--- config.mk ---
export PLATFORM = sky130hd
export DESIGN_NAME = ram_dma
export DESIGN_NICKNAME = d
export VERILOG_FILES = /design/src/rtl/ram_dma.sv
export SDC_FILE = /design/constraint.sdc
export NUM_CORES = 1
export LEC_CHECK = 0
export ABC_AREA = 1
export CAP_MARGIN = 10
export CORE_MARGIN = 2
export CORE_UTILIZATION = 44
export CTS_CLUSTER_SIZE = 20
export DETAILED_ROUTE_END_ITERATION = 10
export PLACE_DENSITY = 0.72
export REMOVE_ABC_BUFFERS = 1
export SYNTH_ARGS = -nofsm -noshare
export SYNTH_HDL_FRONTEND = slang
export SYNTH_SLANG_ARGS = --single-unit
--- constraint.sdc ---
create_clock -name clock -period 2.25 [get_ports clock]
set_input_delay 0.45 -clock clock [delete_from_list [all_inputs] [get_ports clock]]
set_output_delay 0.45 -clock clock [all_outputs]
set_load 0.005 [all_outputs]
--- src/rtl/ram_dma.sv ---
// Byte-serial DMA sequencer for a 2^ADDR_W x DATA_W synchronous RAM: COPY (read then write per byte)
// and FILL. Every RAM strobe and status output is driven directly from a flop.
module ram_dma #(
    parameter int unsigned ADDR_W = 4,
    parameter int unsigned DATA_W = 8,
    parameter int unsigned RD_LAT = 1
) (
    input  logic              clock,
    input  logic              reset,
    input  logic              start,
    input  logic              mode,
    input  logic [ADDR_W-1:0] src_addr,
    input  logic [ADDR_W-1:0] dst_addr,
    input  logic [ADDR_W:0]   length,
    input  logic [DATA_W-1:0] fill_data,
    input  logic              abort,
    output logic              busy,
    output logic              done,
    output logic              error,
    output logic              aborted,
    output logic [DATA_W-1:0] checksum,
    output logic              ram_read,
    output logic              ram_write,
    output logic [ADDR_W-1:0] ram_read_addr,
    output logic [ADDR_W-1:0] ram_write_addr,
    output logic [DATA_W-1:0] ram_write_data,
    input  logic [DATA_W-1:0] ram_read_data
);

    localparam int unsigned IDX_W = ADDR_W + 1;
    localparam int unsigned CNT_W = (RD_LAT > 1) ? $clog2(RD_LAT) : 1;
    localparam logic [IDX_W-1:0] MAX_LEN = IDX_W'(1) << ADDR_W;
    localparam logic [IDX_W-1:0] IDX_ONE = IDX_W'(1);
    localparam logic [CNT_W-1:0] CNT_ONE = CNT_W'(1);
    localparam logic [CNT_W-1:0] LAST_WAIT = CNT_W'(RD_LAT - 1);

    if (RD_LAT < 1) begin : g_lat_check
        $error("RD_LAT must be at least 1");
    end

    typedef enum logic [2:0] {
        StIdle,
        StRd,
        StWait,
        StWr,
        StDone
    } state_e;

    state_e state_q, state_d;

    logic              mode_q, mode_d;
    logic [ADDR_W-1:0] src_q, src_d;
    logic [ADDR_W-1:0] dst_q, dst_d;
    logic [IDX_W-1:0]  len_q, len_d;
    logic [DATA_W-1:0] fill_q, fill_d;
    logic [IDX_W-1:0]  idx_q, idx_d;
    logic [CNT_W-1:0]  wcnt_q, wcnt_d;
    logic              busy_q, busy_d;
    logic              done_q, done_d;
    logic              error_q, error_d;
    logic              aborted_q, aborted_d;
    logic [DATA_W-1:0] checksum_q, checksum_d;
    logic              ram_read_q, ram_read_d;
    logic              ram_write_q, ram_write_d;
    logic [ADDR_W-1:0] rd_addr_q, rd_addr_d;
    logic [ADDR_W-1:0] wr_addr_q, wr_addr_d;
    logic [DATA_W-1:0] wr_data_q, wr_data_d;
    logic [IDX_W-1:0]  idx_nxt;

    always_comb begin
        state_d    = state_q;
        mode_d     = mode_q;
        src_d      = src_q;
        dst_d      = dst_q;
        len_d      = len_q;
        fill_d     = fill_q;
        idx_d      = idx_q;
        wcnt_d     = wcnt_q;
        error_d    = error_q;
        aborted_d  = aborted_q;
        checksum_d = checksum_q;
        rd_addr_d  = rd_addr_q;
        wr_addr_d  = wr_addr_q;
        wr_data_d  = wr_data_q;
        idx_nxt    = idx_q + IDX_ONE;

        unique case (state_q)
            StIdle: begin
                if (start) begin
                    mode_d     = mode;
                    src_d      = src_addr;
                    dst_d      = dst_addr;
                    len_d      = length;
                    fill_d     = fill_data;
                    idx_d      = '0;
                    checksum_d = '0;
                    error_d    = 1'b0;
                    aborted_d  = 1'b0;
                    if (length > MAX_LEN) begin
                        error_d = 1'b1;
                        state_d = StDone;
                    end else if (length == '0) begin
                        state_d = StDone;
                    end else if (mode) begin
                        state_d   = StWr;
                        wr_addr_d = dst_addr;
                        wr_data_d = fill_data;
                    end else begin
                        state_d   = StRd;
                        rd_addr_d = src_addr;
                    end
                end
            end
            StRd: begin
                if (abort) begin
                    aborted_d = 1'b1;
                    state_d   = StDone;
                end else begin
                    wcnt_d  = '0;
                    state_d = StWait;
                end
            end
            StWait: begin
                if (abort) begin
                    aborted_d = 1'b1;
                    state_d   = StDone;
                end else if (wcnt_q == LAST_WAIT) begin
                    state_d   = StWr;
                    wr_addr_d = dst_q + idx_q[ADDR_W-1:0];
                    wr_data_d = ram_read_data;
                end else begin
                    wcnt_d = wcnt_q + CNT_ONE;
                end
            end
            StWr: begin
                // The write on the bus this cycle lands regardless of abort, so always count it.
                checksum_d = checksum_q + wr_data_q;
                idx_d      = idx_nxt;
                if (abort) begin
                    aborted_d = 1'b1;
                    state_d   = StDone;
                end else if (idx_nxt == len_q) begin
                    state_d = StDone;
                end else if (mode_q) begin
                    wr_addr_d = dst_q + idx_nxt[ADDR_W-1:0];
                    wr_data_d = fill_q;
                end else begin
                    rd_addr_d = src_q + idx_nxt[ADDR_W-1:0];
                    state_d   = StRd;
                end
            end
            StDone: begin
                state_d = StIdle;
            end
            default: begin
                state_d = StIdle;
            end
        endcase

        // Strobes are a decode of the next state so they appear registered with the state.
        busy_d      = (state_d != StIdle);
        done_d      = (state_d == StDone);
        ram_read_d  = (state_d == StRd);
        ram_write_d = (state_d == StWr);
    end

    always_ff @(posedge clock) begin
        if (reset) begin
            state_q     <= StIdle;
            mode_q      <= 1'b0;
            src_q       <= '0;
            dst_q       <= '0;
            len_q       <= '0;
            fill_q      <= '0;
            idx_q       <= '0;
            wcnt_q      <= '0;
            busy_q      <= 1'b0;
            done_q      <= 1'b0;
            error_q     <= 1'b0;
            aborted_q   <= 1'b0;
            checksum_q  <= '0;
            ram_read_q  <= 1'b0;
            ram_write_q <= 1'b0;
            rd_addr_q   <= '0;
            wr_addr_q   <= '0;
            wr_data_q   <= '0;
        end else begin
            state_q     <= state_d;
            mode_q      <= mode_d;
            src_q       <= src_d;
            dst_q       <= dst_d;
            len_q       <= len_d;
            fill_q      <= fill_d;
            idx_q       <= idx_d;
            wcnt_q      <= wcnt_d;
            busy_q      <= busy_d;
            done_q      <= done_d;
            error_q     <= error_d;
            aborted_q   <= aborted_d;
            checksum_q  <= checksum_d;
            ram_read_q  <= ram_read_d;
            ram_write_q <= ram_write_d;
            rd_addr_q   <= rd_addr_d;
            wr_addr_q   <= wr_addr_d;
            wr_data_q   <= wr_data_d;
        end
    end

    assign busy           = busy_q;
    assign done           = done_q;
    assign error          = error_q;
    assign aborted        = aborted_q;
    assign checksum       = checksum_q;
    assign ram_read       = ram_read_q;
    assign ram_write      = ram_write_q;
    assign ram_read_addr  = rd_addr_q;
    assign ram_write_addr = wr_addr_q;
    assign ram_write_data = wr_data_q;

endmodule

# == Word level (Yosys, flattened, before mapping) ==
# Index checks and enable logic that the tools add are counted.
# totals
regBits,61
in_bits,34
output_inout_bits,30
elab_cells,110
# classes
addsub,6
magnitude_cmp,1
eq_ne,20
n_mux,51
reduce_logical,14
# ops
cell,n
$mux 8,10
$mux 4,16
$mux 3,9
$ne 2x2->1 const B,12
$pmux 8 s3,1
$pmux 8 s2,1
$add 4x4->4,3
$pmux 3 s4,1
$pmux 4 s3,1
$pmux 5 s2,1
$reduce_and 10->1,1
$eq 3x2->1 const B,3
$add 8x8->8,1
$pmux 4 s2,1
$reduce_and 8->1,1
$eq 3x1->1 const B,2
$mux 1,6
$reduce_and 3->1,2
$reduce_bool 2->1,3
$reduce_bool 3->1,2
$add 5x1->5 const B,1
$eq 5x5->1,1
$gt 5x5->1 const B,1
$logic_not 5->1,1
9 further kinds,11

# == Logic depth before layout (Yosys ltp) ==
# Gate-level depths: netlist of the first run.
# logic_depth
ltp_word,6
depth_mapped,17
depth_no_buf,17

# == Least setup slack after synthesis of the first run ==
# Ideal clock, no wire load.
# synth_timing
kind,register to register
from,reg state_q[0]
to,"reg wr_addr_q[2], in the netlist ram_write_addr[2]"
setup_time_ps,69
t_arrival_ps,2137
t_required_ps,2181
slack_ps,44
stages_incl_launch_ff,14
n_path_buf,1
synth_period_minus_slack_ps,2206
path_cell_list,dfxtp_1 -> inv_2 -> nor2_2 -> nand2_2 -> inv_2 -> buf_4 -> ha_1 -> inv_1 -> ha_1 -> fa_1 -> xnor2_1 -> o21ai_0 -> nand4_1 -> a21oi_2
# synth_between
elab_chain_len,3
elab_cells_between_ends,15
classes_between,eq/ne: 11; mux: 1; reduce/logical: 3
# synth_rtl
item,line,text
"start, declared",49,"state_e state_q, state_d;"
"start signal, assigned",169,state_q <= StIdle;
"start signal, assigned",188,state_q <= state_d;
$eq 3x2->1 or $logic_not 3->1 (tied branches),87,unique case (state_q)
$ne 2x2->1 (no line) or $reduce_bool 3->1 (tied branches),-,
$reduce_and 10->1 (no line),-,
"end signal, assigned",204,wr_addr_q <= wr_addr_d;
"end, declared",66,"logic [ADDR_W-1:0] wr_addr_q, wr_addr_d;"
# Parallel ways exist; a longest one is shown, timed or not.
# A chain may end at the register's enable or synchronous reset.

# == Worst setup path after layout of the first run ==
# layout_timing
from,reg state_q[2]
to,"reg wr_addr_q[2], in the netlist ram_write_addr[2]"
# Same word-level chain as after synthesis.

==> tab_implementation.tex, run 1 <==
\begin{tabular}{lr}
\hline
Metric & Value \\
\hline
\multicolumn{2}{l}{\textbf{Route}} \\
Via/cell ratio & 5.16 \\
Detail Route Antenna Nets & 0 \\
Drt drc & 0 \\
Final Routed Wirelength & 8670 um \\
Average routed wire per standard cell & between 10 and 15 um \\
First-pass DRT Iterations & 4 \\
Number of violations reported at the end of detailed-routing iteration 0 & 155 \\
Via count of the routed design & about 3300 \\
\multicolumn{2}{l}{\textbf{Synth}} \\
Post-Synthesis Mean Instance Area & 7.24 um2 \\
Post-synthesis instance area & about 3300 um2 \\
Area share of the leading cell type in the synthesized netlist & 0.364 \\
Leading post-synthesis cells by cell area & dfxtp\_1 (36\%), nand2\_1 (13\%), a21oi\_1 (7.7\%) \\
Post-synthesis instance total & $\sim$460 \\
Number of unique standard cell types used by synthesis & 33 \\
Sequential-to-total area share from yosys stat & 0.364 \\
Yosys top cell by area & dfxtp\_1 \\
Number of warnings issued by yosys & 0 \\
Flop and latch count out of synthesis & 60 \\
\multicolumn{2}{l}{\textbf{Cells and area}} \\
Final layout net count & 590 \\
Inserted Diodes & 0 \\
Util after Layout & 0.603 \\
Area added between synthesis and finish & 32.7\% \\
Most common cell after layout, fill and taps aside & nand2\_1 \\
Most used cells in the layout excluding fill and tap cells & nand2\_1 (111), clkdlybuf4s50\_1 (63), dfxtp\_1 (57), a21oi\_1 (49), inv\_1 (45) \\
Finished Cell Area & 4380 um2 \\
Fraction of final layout cells with drive strength greater than 1 & 0.166 \\
\multicolumn{2}{l}{\textbf{Timing}} \\
Worst Clk Skew & 0.00873 ns \\
RSZ-0062 raised after global routing & yes \\
Final number of setup-violating endpoints & 0 \\
Slew Limit Headroom & 0.716 \\
Hold slack final & between 0.4 and 0.5 ns \\
Period utilisation layout & 0.942 \\
Slew @ Worst Pin & $\sim$0.43 ns \\
Achievable clock frequency & between 400 and 500 MHz \\
Hold Fails Final Rpt & 0 \\
Post-Route Setup TNS & 0 ns \\
Shortest period the worst path allows & 2.12 ns \\
Max-slew violation count & 0 \\
\multicolumn{2}{l}{\textbf{Floorplanning}} \\
Area inside the core boundary & 7250 um2 \\
Chip width & 90.6 um \\
Top-level port count & 64 \\
Standard-cell rows & 31 \\
Die height & around 90 um \\
Die area & 8210 um2 \\
Effective utilization at floorplan & 0.455 \\
\multicolumn{2}{l}{\textbf{Critical path}} \\
Number of cells traversed by the worst register-to-register path & 11 \\
Data required time at the worst endpoint & around 2.5 ns \\
Flop2flop setup slack & about 0.13 ns \\
Critical path capture point & ram\_write\_addr[2]\$\_SDFFE\_PP0P\_ \\
Maximum fanout encountered on the critical timing path & 3 \\
Critical Path Source Type & register \\
Sort of element at the end of the critical path & register \\
Worst setup path startpoint & state\_q[2]\$\_SDFF\_PP0\_ \\
FF-to-FF Start & state\_q[2]\$\_SDFF\_PP0\_ \\
Destination of the worst register-to-register timing path & ram\_write\_addr[2]\$\_SDFFE\_PP0P\_ \\
Critical path class & register to register \\
Arrival time of the worst setup path & about 2.4 ns \\
\multicolumn{2}{l}{\textbf{Placed design}} \\
Routability congestion estimate from global placement & 0.862 \\
Number of I/O port buffers & 63 \\
Half-perimeter wire length of the detailed placement result & between 6000 and 7000 um \\
Cell Area, Placed & between 4000 and 5000 um2 \\
\multicolumn{2}{l}{\textbf{Clocking}} \\
Worst-case clock buffer depth & 2 \\
Sinks on Clock Net & 60 \\
Register clock-pin slew on the reported worst setup and hold paths & 0.08 ns \\
CTS root buffer & clkbuf\_8 \\
Depth of the CTS H-tree & 3 \\
TritonCTS Buffers & 9 \\
Clock latency reported for the late side of the worst-skew pair & 0.34 ns \\
Clock tree from TritonCTS & done \\
\multicolumn{2}{l}{\textbf{Global route}} \\
Wire length of the first global-routing pass & $\sim$15000 um \\
Initial antenna violation count & 0 \\
Pin count of the biggest net entering global routing & 23 \\
Global route overflow & 0 \\
Vias in the first global route & 3218 \\
Tot GR Track Use & 0.218 \\
\multicolumn{2}{l}{\textbf{Power}} \\
Power density over the cells & 643 nW/um2 \\
VDD IR max & 0.430 mV \\
Leak Pwr & 1.90 nW \\
\multicolumn{2}{l}{\textbf{Hold path}} \\
Hold Crit Class & register to register \\
Count of cells along the worst hold path & 2 \\
\multicolumn{2}{l}{\textbf{Job}} \\
Number of max-cap violations & 0 \\
\multicolumn{2}{l}{\textbf{Status}} \\
Run status & completed \\
\hline
\end{tabular}
[Yosys cell counts (all sizes together)]
| cell | instances |
|---|---|
| xor2 | 2 |
| o21bai | 1 |
| nand2 | 126 |
| o21a | 1 |
| nor4 | 1 |
| ha | 17 |
| nor2 | 24 |
| fa | 3 |
| a21oi | 61 |
| dfxtp | 60 |
| nand4 | 17 |
| o21ai | 31 |
| inv | 52 |
| a22oi | 5 |
| nand3 | 24 |
| nor3 | 5 |
| buf | 8 |
| xnor2 | 2 |
| o211ai | 4 |
| a21o | 1 |
| clkbuf | 11 |
[area by class of cell]
class                      count  area [um2]
multi-input combinational    325        1840
sequential                    60        1200
fill                         675        2880
clock buffer                   9         124
tap                           99         124
inverter                      52         195
timing repair buffer          88         818
clock inverter                 7        67.6
[worst max-delay path: stages, from the launching register on]
cell	delay [ns]
dfxtp_2	0.39
nor2_4	0.06
nand2_2	0.08
inv_2	0.04
ha_1	0.28
inv_1	0.04
ha_1	0.20
fa_1	0.38
xnor2_1	0.14
o21ai_1	0.16
nand4_1	0.14
a21oi_2	0.14
[where the power goes]
group | switching, mW | internal [mW]
Clock | 0.456 | 0.505
Combinational | 0.345 | 0.297
Sequential | 0.0607 | 1.15
Total | 0.861 | 1.95
[sequential cells by signal, summed over array words and instances (netlist names)]
register / flops
checksum: 8
fill_q: 8
ram_write_data: 8
idx_q: 5
len_q: 5
dst_q: 4
ram_read_addr: 4
ram_write_addr: 4
src_q: 4
state_q: 3
aborted: 1
busy: 1
done: 1
error: 1
mode_q: 1
ram_read: 1
ram_write: 1
[through the flow]
step	worst slack, ns	power [mW]	cells
after floorplan	-0.0797	1.57	437
after global placement	-0.140	1.85	624
after detailed placement	-0.178	1.87	624
after CTS	0.0000824	2.83	640
after global routing	-0.00599	2.97	640
final	0.131	2.82	640
[how the worst min path moves through the flow]
stage / start / slack, ns / endpoint
final: fill_q[3]$_SDFFE_PP0P_ / 0.45 / fill_q[3]$_SDFFE_PP0P_
after detailed placement: fill_q[3]$_SDFFE_PP0P_ / 0.44 / fill_q[3]$_SDFFE_PP0P_
after global placement: fill_q[3]$_SDFFE_PP0P_ / 0.43 / fill_q[3]$_SDFFE_PP0P_
after CTS: fill_q[1]$_SDFFE_PP0P_ / 0.45 / fill_q[1]$_SDFFE_PP0P_
after global routing: fill_q[1]$_SDFFE_PP0P_ / 0.47 / fill_q[1]$_SDFFE_PP0P_
after floorplan: fill_q[1]$_SDFFE_PP0P_ / 0.43 / fill_q[1]$_SDFFE_PP0P_
[per-layer routing]
metal	share of wire	vias to the layer above	track usage
li1	-	1669	-
met1	0.45	1520	0.272
met2	0.48	102	0.372
met3	0.054	10	0.0359
met4	0.014	0	0.0897
met5	0	-	0
[logic make-up after synthesis]
group                      share of synthesized area
AOI/OAI and AO/OA                              0.178
xor gates and xnor gates                      0.0106
adders and majority gates                     0.0827
buffers and inverters                         0.0865
DFF                                            0.364
and+or+nand+nor                                0.278
[what timing repair did]
item                                    in CTS  in global routing
resized for setup                            3                  7
buffers inserted                             0                  0
hold buffers                                 0                  0
endpoints found under the setup margin       2                  2
pin swaps                                    0                  1
endpoints found under the hold margin        0                  0
No activity file was read; power rests on OpenSTA's default activity.
==> run 2, diff against run 1 <==
--- a/config.mk
+++ b/config.mk
@@ -6,11 +6,13 @@
 export NUM_CORES = 1
 export LEC_CHECK = 0
 export ABC_AREA = 1
+export ABC_CLOCK_PERIOD_IN_PS = 2250
 export CAP_MARGIN = 10
 export CORE_MARGIN = 2
 export CORE_UTILIZATION = 44
 export CTS_CLUSTER_SIZE = 20
 export DETAILED_ROUTE_END_ITERATION = 10
+export GPL_TIMING_DRIVEN = 1
 export PLACE_DENSITY = 0.72
 export REMOVE_ABC_BUFFERS = 1
 export SYNTH_ARGS = -nofsm -noshare
==> results of run 2 <==
Same layout as run 1: the final DEF is identical, and so are final timing and power.
